**src/rtl/alu_pkg.sv**
```systemverilog
// alu_pkg -- shared definitions for the shared-ALU controller.
//   ALU_W / RES_W : operand and result widths
//   fn_e          : 2-bit ALU function codes
//   state_e       : controller FSM states
//   wrap_add      : modular index helper used by the round-robin scan
package alu_pkg;

  localparam int ALU_W = 4;
  localparam int RES_W = 8;

  typedef enum logic [1:0] {
    FN_ADD = 2'b00,
    FN_OR  = 2'b01,
    FN_AND = 2'b10,
    FN_CAT = 2'b11
  } fn_e;

  typedef enum logic [1:0] {
    ST_IDLE = 2'b00,
    ST_EXEC = 2'b01,
    ST_RESP = 2'b10
  } state_e;

  // (base + step) mod n, for walking requester indices with wrap-around.
  function automatic int wrap_add(input int base, input int step, input int n);
    return (base + step) % n;
  endfunction

endpackage

```
**src/rtl/alu_core.sv**
```systemverilog
// alu_core -- purely combinational 4-bit ALU.
// Ports:
//   a, b   : ALU_W-bit operands
//   fn     : function code (add / or-reduce / and-reduce / concatenate)
//   result : RES_W-bit result
module alu_core
  import alu_pkg::*;
(
  input  logic [ALU_W-1:0] a,
  input  logic [ALU_W-1:0] b,
  input  fn_e              fn,
  output logic [RES_W-1:0] result
);

  // One extra bit keeps the carry of the unsigned add.
  logic [ALU_W:0] sum;

  assign sum = {1'b0, a} + {1'b0, b};

  always_comb begin
    result = '0;
    unique case (fn)
      FN_ADD: result = {{(RES_W-ALU_W-1){1'b0}}, sum};
      FN_OR:  result = {{(RES_W-1){1'b0}}, (|a) | (|b)};
      FN_AND: result = {{(RES_W-1){1'b0}}, (&a) & (&b)};
      FN_CAT: result = {a, b};
    endcase
  end

endmodule

```
**src/rtl/alu_share_ctrl.sv**
```systemverilog
// alu_share_ctrl -- shares one ALU between NUM_REQ requesters.
// A round-robin arbiter picks a requester in IDLE and latches its operands,
// EXEC registers the ALU output, RESP pulses Ack to the owner for one cycle.
// Ports:
//   Clock, Reset_b : clock (rising edge), asynchronous active-low reset
//   Req            : per-requester level request
//   A_in, B_in     : packed 4-bit operands, requester i at [4i+3:4i]
//   Func_in        : packed 2-bit function codes, requester i at [2i+1:2i]
//   Ack            : one-hot, one-cycle completion pulse
//   Result         : result of the last completed operation
//   GrantId        : index of the current / last owner
//   Busy           : high while an operation is in EXEC or RESP
//   OpCount        : number of completed operations, wrapping
module alu_share_ctrl
  import alu_pkg::*;
#(
  parameter  int NUM_REQ = 2,
  parameter  int CNT_W   = 8,
  localparam int ID_W    = $clog2(NUM_REQ)
) (
  input  logic                     Clock,
  input  logic                     Reset_b,
  input  logic [NUM_REQ-1:0]       Req,
  input  logic [ALU_W*NUM_REQ-1:0] A_in,
  input  logic [ALU_W*NUM_REQ-1:0] B_in,
  input  logic [2*NUM_REQ-1:0]     Func_in,
  output logic [NUM_REQ-1:0]       Ack,
  output logic [RES_W-1:0]         Result,
  output logic [ID_W-1:0]          GrantId,
  output logic                     Busy,
  output logic [CNT_W-1:0]         OpCount
);

  state_e             state_reg;
  state_e             state_next;
  logic [ID_W-1:0]    ptr_reg;
  logic [ID_W-1:0]    grant_reg;
  logic [ALU_W-1:0]   a_reg;
  logic [ALU_W-1:0]   b_reg;
  fn_e                fn_reg;
  logic [RES_W-1:0]   result_reg;
  logic [CNT_W-1:0]   count_reg;

  logic [ALU_W-1:0]   a_arr  [NUM_REQ];
  logic [ALU_W-1:0]   b_arr  [NUM_REQ];
  fn_e                fn_arr [NUM_REQ];

  logic               win_valid;
  logic [ID_W-1:0]    win_idx;
  logic [ID_W-1:0]    cand_idx;
  logic [RES_W-1:0]   alu_out;

  // Unpack the per-requester fields and decode the one-hot Ack.
  generate
    for (genvar gi = 0; gi < NUM_REQ; gi++) begin : g_req
      assign a_arr[gi]  = A_in[ALU_W*gi +: ALU_W];
      assign b_arr[gi]  = B_in[ALU_W*gi +: ALU_W];
      assign fn_arr[gi] = fn_e'(Func_in[2*gi +: 2]);
      assign Ack[gi]    = (state_reg == ST_RESP) && (grant_reg == ID_W'(gi));
    end
  endgenerate

  // Round-robin: scan from the requester after the last owner, with wrap,
  // and take the first one asserting Req.
  always_comb begin
    win_valid = 1'b0;
    win_idx   = '0;
    cand_idx  = '0;
    for (int k = 1; k <= NUM_REQ; k++) begin
      cand_idx = ID_W'(wrap_add(int'(ptr_reg), k, NUM_REQ));
      if (!win_valid && Req[cand_idx]) begin
        win_valid = 1'b1;
        win_idx   = cand_idx;
      end
    end
  end

  alu_core u_alu (
    .a      (a_reg),
    .b      (b_reg),
    .fn     (fn_reg),
    .result (alu_out)
  );

  always_comb begin
    state_next = state_reg;
    case (state_reg)
      ST_IDLE: if (win_valid) state_next = ST_EXEC;
      ST_EXEC: state_next = ST_RESP;
      ST_RESP: state_next = ST_IDLE;
      default: state_next = ST_IDLE;
    endcase
  end

  always_ff @(posedge Clock or negedge Reset_b) begin
    if (!Reset_b) begin
      state_reg  <= ST_IDLE;
      // Pointer starts at the last index so requester 0 is scanned first.
      ptr_reg    <= ID_W'(NUM_REQ - 1);
      grant_reg  <= '0;
      a_reg      <= '0;
      b_reg      <= '0;
      fn_reg     <= FN_ADD;
      result_reg <= '0;
      count_reg  <= '0;
    end else begin
      state_reg <= state_next;
      case (state_reg)
        ST_IDLE: begin
          if (win_valid) begin
            grant_reg <= win_idx;
            a_reg     <= a_arr[win_idx];
            b_reg     <= b_arr[win_idx];
            fn_reg    <= fn_arr[win_idx];
          end
        end
        ST_EXEC: result_reg <= alu_out;
        ST_RESP: begin
          ptr_reg   <= grant_reg;
          count_reg <= count_reg + CNT_W'(1);
        end
        default: ;
      endcase
    end
  end

  assign Result  = result_reg;
  assign GrantId = grant_reg;
  assign Busy    = (state_reg != ST_IDLE);
  assign OpCount = count_reg;

endmodule

```
**config.mk**
```make
export PLATFORM = sky130hd
export DESIGN_NAME = alu_share_ctrl
export DESIGN_NICKNAME = d
export VERILOG_FILES = /design/src/rtl/alu_pkg.sv /design/src/rtl/alu_core.sv /design/src/rtl/alu_share_ctrl.sv
export SDC_FILE = /design/constraint.sdc
export NUM_CORES = 1
export LEC_CHECK = 0
export ABC_CLOCK_PERIOD_IN_PS = 4400
export CAP_MARGIN = 20
export CORE_MARGIN = 4
export CORE_UTILIZATION = 50
export CTS_BUF_LIST = sky130_fd_sc_hd__clkbuf_16
export DETAILED_ROUTE_END_ITERATION = 10
export GPL_ROUTABILITY_DRIVEN = 0
export PLACE_DENSITY = 0.84
export SKIP_LAST_GASP = 1
export SLEW_MARGIN = 10
export SYNTH_ARGS = -nofsm -noshare
export SYNTH_HDL_FRONTEND = slang
export SYNTH_HIERARCHICAL = 1
export SYNTH_SLANG_ARGS = --single-unit
```
**constraint.sdc**
```tcl
create_clock -name Clock -period 4.4 [get_ports Clock]
set_clock_uncertainty 0.1 [all_clocks]
set_input_delay 0.44 -clock Clock [delete_from_list [all_inputs] [get_ports Clock]]
set_output_delay 0.44 -clock Clock [all_outputs]
set_load 0.01 [all_outputs]
```
==> run summary, run 1 <==
status - finished, final reports clean
die height - 65.1 um
clock latency at the later pin of the worst-skew pair - 0.27 ns
leading area contributor after synthesis - dfrtp_1
Layout area overhead - 36.8%
Final Hold Viols - 0
required time worst endpoint - 3.86 ns
Die X - 65.1 um
Synth Net Count - 153
CP arrival - 1.82 ns
HP Start - OpCount[7]
Setup CP Type - reg -> out
setup total negative slack - 0 ns
largest cells by area after synthesis - dfrtp_1, mux2_4, mux2_2, ha_1, xnor2_1
crit path launch - state_reg[1]
synth warn - 6
Peak Freq - 423 MHz
Core Util, Final - 0.724
RSZ-0062 raised after global routing - false
Synth cell types - 38
Antenna Cells - 0
Tmin final - 2.36 ns
router iterations before antenna repair - 4
fin cells - 215
synthesized area - 1630 um2
critical path cell sequence - nor2b_1, nor2b_1, clkdlybuf4s50_1
CTS tree - yes
final setup fails - 0
Top Layer Used - met4
CP Buf/Inv Count - 1
sequential share of the synthesized area - 0.461
CP Launch Type - register
Synth top area share - 0.445
Initial DRC Count - 21
Worst path most repeated cell - nor2b_1
FF-to-FF End - Result[4]
Max VDD drop - 0.000404 V
FF/Latch Area - 752 um2
Crit Path Max Fanout - 7
detail-routed via count per cell - 5.35
share of cells above drive strength 1 - 0.263
worst rel slew slack - 0.685
largest net degree at the start of global routing - 31
hold_buf cts - 0
Setup crit end - Ack[0]
footprint of the multi-input gates - 836 um2
Synth top cells by count - dfrtp_1, mux2_4, mux2_2, nand4_1, xnor2_1
CTS Sinks - 30
clock-pin slew on the worst setup and hold paths - 0.05 ns
vias post-DR - 1,151
initial antenna violation count - 0
Least-Margin Pin Slew - 0.472 ns
floorplan row count - 20
total wire length - 3230 um
Port Buffers - 43
cell at the slowest stage of the critical path - clkdlybuf4s50_1
metal3 WL - 186 um
global-route wire length before repair - 5480 um
Lkg Pwr - 1.00 nW
slowest cell delay on critical path - 0.54 ns
CTS Buffer Depth - 2
#FFs+latches synth - 30
Top FF cell, synth - dfrtp_1
pwr dens - 700 nW/um2
die area - 4240 um2
fraction of registers with async set/reset - 1.00
Worst Reg-to-Reg Cells - 6
Initial Util - 0.530
CP Capture Type - output pin
dpl cells - 206
WL per Instance - 15.0 um
fin crit share - 0.537
grt ovf - 0
# DRC - 0
Final nets - 200
Synth Area per Inst - 13.3 um2
met1 WL - 1320 um
Setup Fix Bufs, Post-CTS - 0
Crit path max-delay family - simple AND/OR/NAND/NOR gates
Routed Antenna Nets - 0
internal reg-to-reg setup slack - 2.37 ns
total power - 0.00156 W
root buf cell - clkbuf_16
Gate Count Post-Synth - 123
total CTS buffers - 5
Core ar. - 3080 um2
number of synthesized flops with an enable pin - 0
count of pins over their slew limit - 0
Levels on crit path - 3
wire length on met2 - 1640 um
DPL Wire Length - 2420 um
H-tree depth - 2
Fillers - 217
Crit Reg-Reg Startpoint - a_reg[0]
vias in the first global route - 1,188
Gates resized, CTS repair - 0
Max-cap violations - 0
I/O Pins - 44
Total GRT Usage - 0.171
count leader, synth - dfrtp_1
worst min-delay path class - reg -> reg
[through the flow]
step	hold slack, ns	setup WS [ns]	instance area [um2]
floorplan	0.0444	2.55	1630
global placement	0.362	1.99	2080
detailed placement	0.363	1.90	2080
CTS	0.372	2.02	2220
global route	0.408	1.93	2230
finish	0.367	2.04	2230
[placed cells by master, fill, tap and decap left out, types with 2 or more instances in the layout]
cell / count
a22o_1: 2
nand2_1: 3
ha_1: 5
clkbuf_16: 5
inv_1: 2
mux2_2: 12
xnor2_1: 6
and3_2: 4
nor2b_1: 2
xor2_1: 2
dfrtp_1: 29
mux2_4: 18
o31ai_1: 2
nor2_1: 4
clkdlybuf4s50_1: 43
buf_4: 2
nand4_1: 7
a21oi_1: 2
[worst min path at each step]
stage	endpoint	slack, ns	cells past startpoint
finish	OpCount[7]	0.37	1
global route	OpCount[7]	0.41	1
CTS	OpCount[7]	0.37	1
detailed placement	OpCount[7]	0.36	1
global placement	OpCount[7]	0.36	1
floorplan	GrantId	0.04	0
[where the power goes]
part | switching [W] | internal, W | total (W) | leakage, nW
combinational | 0.000279 | 0.000427 | 0.000706 | 0.561
sequential | 0.000144 | 0.000396 | 0.000540 | 0.371
clock | 0.000111 | 0.000203 | 0.000314 | 0.0724
total | 0.000534 | 0.00103 | 0.00156 | 1.00
[final cells by class]
class	count	share of cell area
multi-input cells	87	0.375
well taps	44	0.0247
clock buffers	5	0.0561
repair buffers	45	0.200
inverters	1	0.00168
clock inverters	3	0.00561
flip-flops and latches	30	0.337
[cells by family (layout without fill, tap and decap cells)]
group	Yosys count	in the layout	share of synthesized area
and+or+nand+nor	29	29	0.107
muxes	30	30	0.249
DFF	30	30	0.461
xor gates and xnor gates	8	8	0.0430
buffers and inverters	6	54	0.0261
AOI/OAI and AO/OA	14	14	0.0629
adders and majority gates	6	6	0.0507
[per-layer routing]
metal | up-vias | GRT usage
met5 | - | 0
met4 | 0 | 0.0933
met3 | 9 | 0.0632
met2 | 33 | 0.289
met1 | 563 | 0.187
li1 | 546 | -
[worst reg2reg max path, cell delays in order (launching register included)]
cell     delay (ns)
dfrtp_1        0.43
ha_1           0.25
fa_1           0.41
a21o_1         0.21
a21oi_1        0.16
o31ai_1        0.09
mux2_2         0.27
Note: power is estimated with default switching activity, not from simulation.
==> run 2, diff against run 1 <==
--- a/config.mk
+++ b/config.mk
@@ -5,14 +5,14 @@
 export SDC_FILE = /design/constraint.sdc
 export NUM_CORES = 1
 export LEC_CHECK = 0
-export ABC_CLOCK_PERIOD_IN_PS = 4400
+export ABC_CLOCK_PERIOD_IN_PS = 2500
 export CAP_MARGIN = 20
 export CORE_MARGIN = 4
-export CORE_UTILIZATION = 50
+export CORE_UTILIZATION = 48
 export CTS_BUF_LIST = sky130_fd_sc_hd__clkbuf_16
 export DETAILED_ROUTE_END_ITERATION = 10
 export GPL_ROUTABILITY_DRIVEN = 0
-export PLACE_DENSITY = 0.84
+export PLACE_DENSITY = 0.81
 export SKIP_LAST_GASP = 1
 export SLEW_MARGIN = 10
 export SYNTH_ARGS = -nofsm -noshare
==> constraint.sdc (replaced) <==
create_clock -name Clock -period 2.5 [get_ports Clock]
set_clock_uncertainty 0.1 [all_clocks]
set_input_delay 0.25 -clock Clock [delete_from_list [all_inputs] [get_ports Clock]]
set_output_delay 0.25 -clock Clock [all_outputs]
set_load 0.01 [all_outputs]
==> run 2 against run 1 <==
- combinational power increased by 73%
- critical endpoint is now Ack[1]
- clock power increased by 74%
- count of clock-buffer cells in the layout unchanged
- design area unchanged
- non-clock buffer count did not move
- critical path depth stayed put
- highest routed layer unchanged
- largest cell class unchanged
==> run summary, run 2 (synthesized netlist as in run 1, its figures left out) <==
status - finished, final reports clean
Initial DRC Count - 31
Least-Margin Pin Slew - 0.504 ns
initial antenna violation count - 0
Gates resized, CTS repair - 0
Lkg Pwr - 1.00 nW
root buf cell - clkbuf_16
Max VDD drop - 0.000714 V
required time worst endpoint - 2.15 ns
global-route wire length before repair - 5330 um
count of pins over their slew limit - 0
I/O Pins - 44
Final Hold Viols - 0
clock-pin slew on the worst setup and hold paths - 0.05 ns
Routed Antenna Nets - 0
share of cells above drive strength 1 - 0.263
pre-CTS setup slack - 0.544 ns
Tmin final - 2.20 ns
Max-cap violations - 0
vias post-DR - 1,125
vias in the first global route - 1,192
setup total negative slack - 0 ns
worst min-delay path class - in -> async
most common cell after layout, fill and taps aside - clkdlybuf4s50_1
Final nets - 200
hold_buf cts - 0
die area - 4390 um2
grt ovf - 0
final setup fails - 0
Port Buffers - 43
H-tree depth - 2
Fillers - 250
most frequent cells in the layout - clkdlybuf4s50_1, dfrtp_1, mux2_4
Core Util, Final - 0.707
final setup margin - 0.296 ns
CP arrival - 1.85 ns
Initial Util - 0.517
RSZ-0062 raised after global routing - false
total CTS buffers - 5
Antenna Cells - 0
CP Capture Type - output pin
CTS Sinks - 30
Setup CP Type - reg -> out
total wire length - 3180 um
pwr dens - 1220 nW/um2
Total GRT Usage - 0.161
die height - 66.3 um
Die X - 66.3 um
Layout area overhead - 36.8%
Core ar. - 3150 um2
footprint of the multi-input gates - 836 um2
WL per Instance - 14.8 um
DPL Wire Length - 2390 um
Peak Freq - 454 MHz
largest net degree at the start of global routing - 31
# DRC - 0
CTS Buffer Depth - 2
CTS tree - yes
worst rel slew slack - 0.663
CP Launch Type - register
FF/Latch Area - 752 um2
floorplan row count - 20
Setup Fix Bufs, Post-CTS - 0
detail-routed via count per cell - 5.23
Crit Path Max Fanout - 7
fin crit share - 0.882
router iterations before antenna repair - 4
clock latency at the later pin of the worst-skew pair - 0.27 ns
## run 2: final timing paths
kind	startpoint	to	slack, ns	cells after the start
worst max-delay path	state_reg[1]	Ack[1]	0.30	3
max in group asynchronous	Reset_b	ptr_reg	1.73	2
worst min register to register	OpCount[7]	OpCount[7]	0.37	1
min in group Clock	OpCount[7]	OpCount[7]	0.37	1
worst min-delay path	Reset_b	OpCount[0]	0.26	2
worst max register to register	a_reg[0]	Result[4]	0.48	6
## run 2: where the power goes
group | switching, W | internal, W | leakage, nW | total (W)
combinational | 0.000476 | 0.000745 | 0.561 | 0.00122
clock | 0.000189 | 0.000358 | 0.0724 | 0.000546
sequential | 0.000253 | 0.000698 | 0.371 | 0.000951
## run 2: final cells by class
class	count	share of cell area
inverter	1	0.00168
clock inverter	3	0.00561
clock buffer	5	0.0561
timing repair buffer	45	0.200
tap	44	0.0247
sequential	30	0.337
multi-input combinational	87	0.375
## run 2: critical path, stage by stage, from the launching register on
cell	delay, ns
dfrtp_1	0.37
nor2b_1	0.45
and2_1	0.22
clkdlybuf4s50_1	0.55
## run 2: routing by layer
layer  vias up  global-route usage  wire length (um)
met3         8              0.0459               156
li1        540                   -                 -
met2        36               0.261              1560
met4         0              0.0888                85
met5         -                   0                 0
met1       541               0.189              1370
## run 2: metrics by stage
stage / hold slack (ns) / std cells / total power, W / cell area, um2
2_1_floorplan: -0.146 / 123 / 0.00174 / 1630
3_3_place_gp: 0.361 / 207 / 0.00211 / 2090
3_5_place_dp: 0.374 / 207 / 0.00217 / 2090
4_1_cts: 0.282 / 215 / 0.00273 / 2230
5_1_grt: 0.306 / 215 / 0.00290 / 2230
6_report: 0.264 / 215 / 0.00272 / 2230
==> run 3, diff against run 2 <==
--- a/config.mk
+++ b/config.mk
@@ -5,6 +5,7 @@
 export SDC_FILE = /design/constraint.sdc
 export NUM_CORES = 1
 export LEC_CHECK = 0
+export ABC_AREA = 1
 export ABC_CLOCK_PERIOD_IN_PS = 2500
 export CAP_MARGIN = 20
 export CORE_MARGIN = 4
==> constraint.sdc (replaced) <==
create_clock -name Clock -period 2.5 [get_ports Clock]
set_clock_uncertainty 0.1 [all_clocks]
set_input_delay 0.375 -clock Clock [delete_from_list [all_inputs] [get_ports Clock]]
set_output_delay 0.375 -clock Clock [all_outputs]
set_load 0.01 [all_outputs]
==> run 3 against run 2 <==
- sequential power down 4.5%
- worst setup slack better by 0.095 ns
- via count up 30%
- critical endpoint is now Ack[0]
- synthesized area up 1.2%
- largest cell class unchanged
- final cell count up 44%
==> run summary, run 3 <==
status - finished, final reports clean
Peak Freq - 474 MHz
most common cell after layout, fill and taps aside - nand2_1
CTS Buffer Depth - 2
largest cells by area after synthesis - dfrtp_1, nand2_1, nor2_1, inv_1, nand3_1
synth warn - 6
Fillers - 284
router iterations before antenna repair - 4
initial antenna violation count - 0
FF/Latch Area - 752 um2
number of synthesized flops with an enable pin - 0
worst min-delay path class - reg -> reg
sequential share of the synthesized area - 0.456
total wire length - 3350 um
Final Hold Viols - 0
Synth Area per Inst - 7.71 um2
count of pins over their slew limit - 0
Antenna Cells - 0
sw frac - 0.401
Synth top area share - 0.440
synthesized area - 1650 um2
required time worst endpoint - 2.03 ns
Logic pwr share - 0.458
Max-cap violations - 0
Port Buffers - 43
global-route wire length before repair - 6040 um
Total GRT Usage - 0.178
H-tree depth - 2
grt ovf - 0
vias post-DR - 1,462
Gate Count Post-Synth - 214
Crit Path Max Fanout - 8
#FFs+latches synth - 30
Lkg Pwr - 1.11 nW
WL per Instance - 10.8 um
Gates resized, CTS repair - 0
clock-pin slew on the worst setup and hold paths - 0.05 ns
floorplan row count - 21
pwr dens - 1190 nW/um2
Least-Margin Pin Slew - 0.452 ns
hold_buf cts - 0
Layout area overhead - 37.4%
detail-routed via count per cell - 4.73
Synth top cells by count - nand2_1, dfrtp_1, nor2_1, inv_1, nand3_1
fin crit share - 0.844
Synth Net Count - 244
most frequent cells in the layout - nand2_1, clkdlybuf4s50_1, dfrtp_1
Die X - 66.6 um
total power - 0.00270 W
count leader, synth - nand2_1
worst rel slew slack - 0.698
I/O Pins - 44
clock latency at the later pin of the worst-skew pair - 0.28 ns
fraction of registers with async set/reset - 1.00
share of cells above drive strength 1 - 0.0760
Top FF cell, synth - dfrtp_1
CP arrival - 1.63 ns
Initial Util - 0.495
setup total negative slack - 0 ns
internal power - 0.00162 W
Setup CP Type - reg -> out
# DRC - 0
die height - 66.6 um
CP Launch Type - register
Min Hold Slack - 0.362 ns
DPL Wire Length - 2530 um
Final nets - 292
footprint of the multi-input gates - 777 um2
Routed Antenna Nets - 0
sequential power share - 0.336
root buf cell - clkbuf_16
leading area contributor after synthesis - dfrtp_1
final setup fails - 0
Setup Fix Bufs, Post-CTS - 0
die area - 4440 um2
CTS tree - yes
Synth cell types - 26
Initial DRC Count - 68
total CTS buffers - 5
CP Capture Type - output pin
vias in the first global route - 1,414
Max VDD drop - 0.000687 V
Net Sw Power - 0.00108 W
RSZ-0062 raised after global routing - false
Core Util, Final - 0.679
Clk pwr share - 0.206
Core ar. - 3340 um2
CTS Sinks - 30
Tmin final - 2.11 ns
largest net degree at the start of global routing - 31
## run 3: cell count changes after synthesis, moves of 3 or more
cell,before,now
a31oi_1,1,10
and3_2,4,0
inv_1,1,23
mux2_2,12,0
mux2_4,18,0
nand2_1,3,73
nand3_1,1,17
nand4_1,7,1
nor2_1,4,27
nor2_4,0,3
xnor2_1,6,2
## run 3: cells by family after synthesis
| family | Yosys count | share of synthesized area |
|---|---|---|
| AND/OR/NAND/NOR | 126 | 0.329 |
| buffers and inverters | 29 | 0.0735 |
| XOR/XNOR | 4 | 0.0212 |
| adder cells (fa/ha/maj) | 6 | 0.0500 |
| flip-flops | 30 | 0.456 |
| AO/OA/AOI/OAI | 19 | 0.0705 |
## run 3: stage by stage
stage	std cells	instance area, um2	worst slack [ns]
6_report	309	2270	0.391
5_1_grt	309	2270	0.261
4_1_cts	309	2270	0.383
3_5_place_dp	301	2130	0.695
3_3_place_gp	301	2130	0.724
2_1_floorplan	214	1650	0.866
## run 3: final timing paths
path                       depth (start not counted)          to    startpoint  slack, ns
max                                                4      Ack[0]  state_reg[0]       0.39
min                                                2   Result[6]     Result[6]       0.36
max reg2reg                                        8   Result[4]      a_reg[0]       0.75
min reg2reg                                        2   Result[6]     Result[6]       0.36
max in group asynchronous                          2     ptr_reg       Reset_b       1.61
min in group asynchronous                          2  OpCount[6]       Reset_b       0.39
## run 3: per-layer routing
metal,wire length [um],GRT usage
met1,1640,0.237
met2,1470,0.270
met3,162,0.0371
met4,79,0.0914
met5,0,0
## run 3: worst max-delay path, cell delays in order, from the launching register on
cell             delay [ns]
dfrtp_1                0.37
inv_2                  0.10
nand2_2                0.15
nor2_1                 0.18
clkdlybuf4s50_1        0.56
## run 3: area by class of cell
type,instances,area share
flip-flops and latches,30,0.332
repair buffers,46,0.200
clock buffers,5,0.0552
well taps,46,0.0254
multi-input cells,155,0.343
clock inverters,3,0.00552
inverters,24,0.0397
## run 3: power groups by stage
stage | clock network [W] | registers [W] | logic [W]
2_1_floorplan | 0 | 0.000913 | 0.000806
3_3_place_gp | 0 | 0.000902 | 0.00121
3_5_place_dp | 0 | 0.000918 | 0.00124
4_1_cts | 0.000570 | 0.000910 | 0.00125
5_1_grt | 0.000585 | 0.000945 | 0.00143
6_report | 0.000556 | 0.000908 | 0.00124
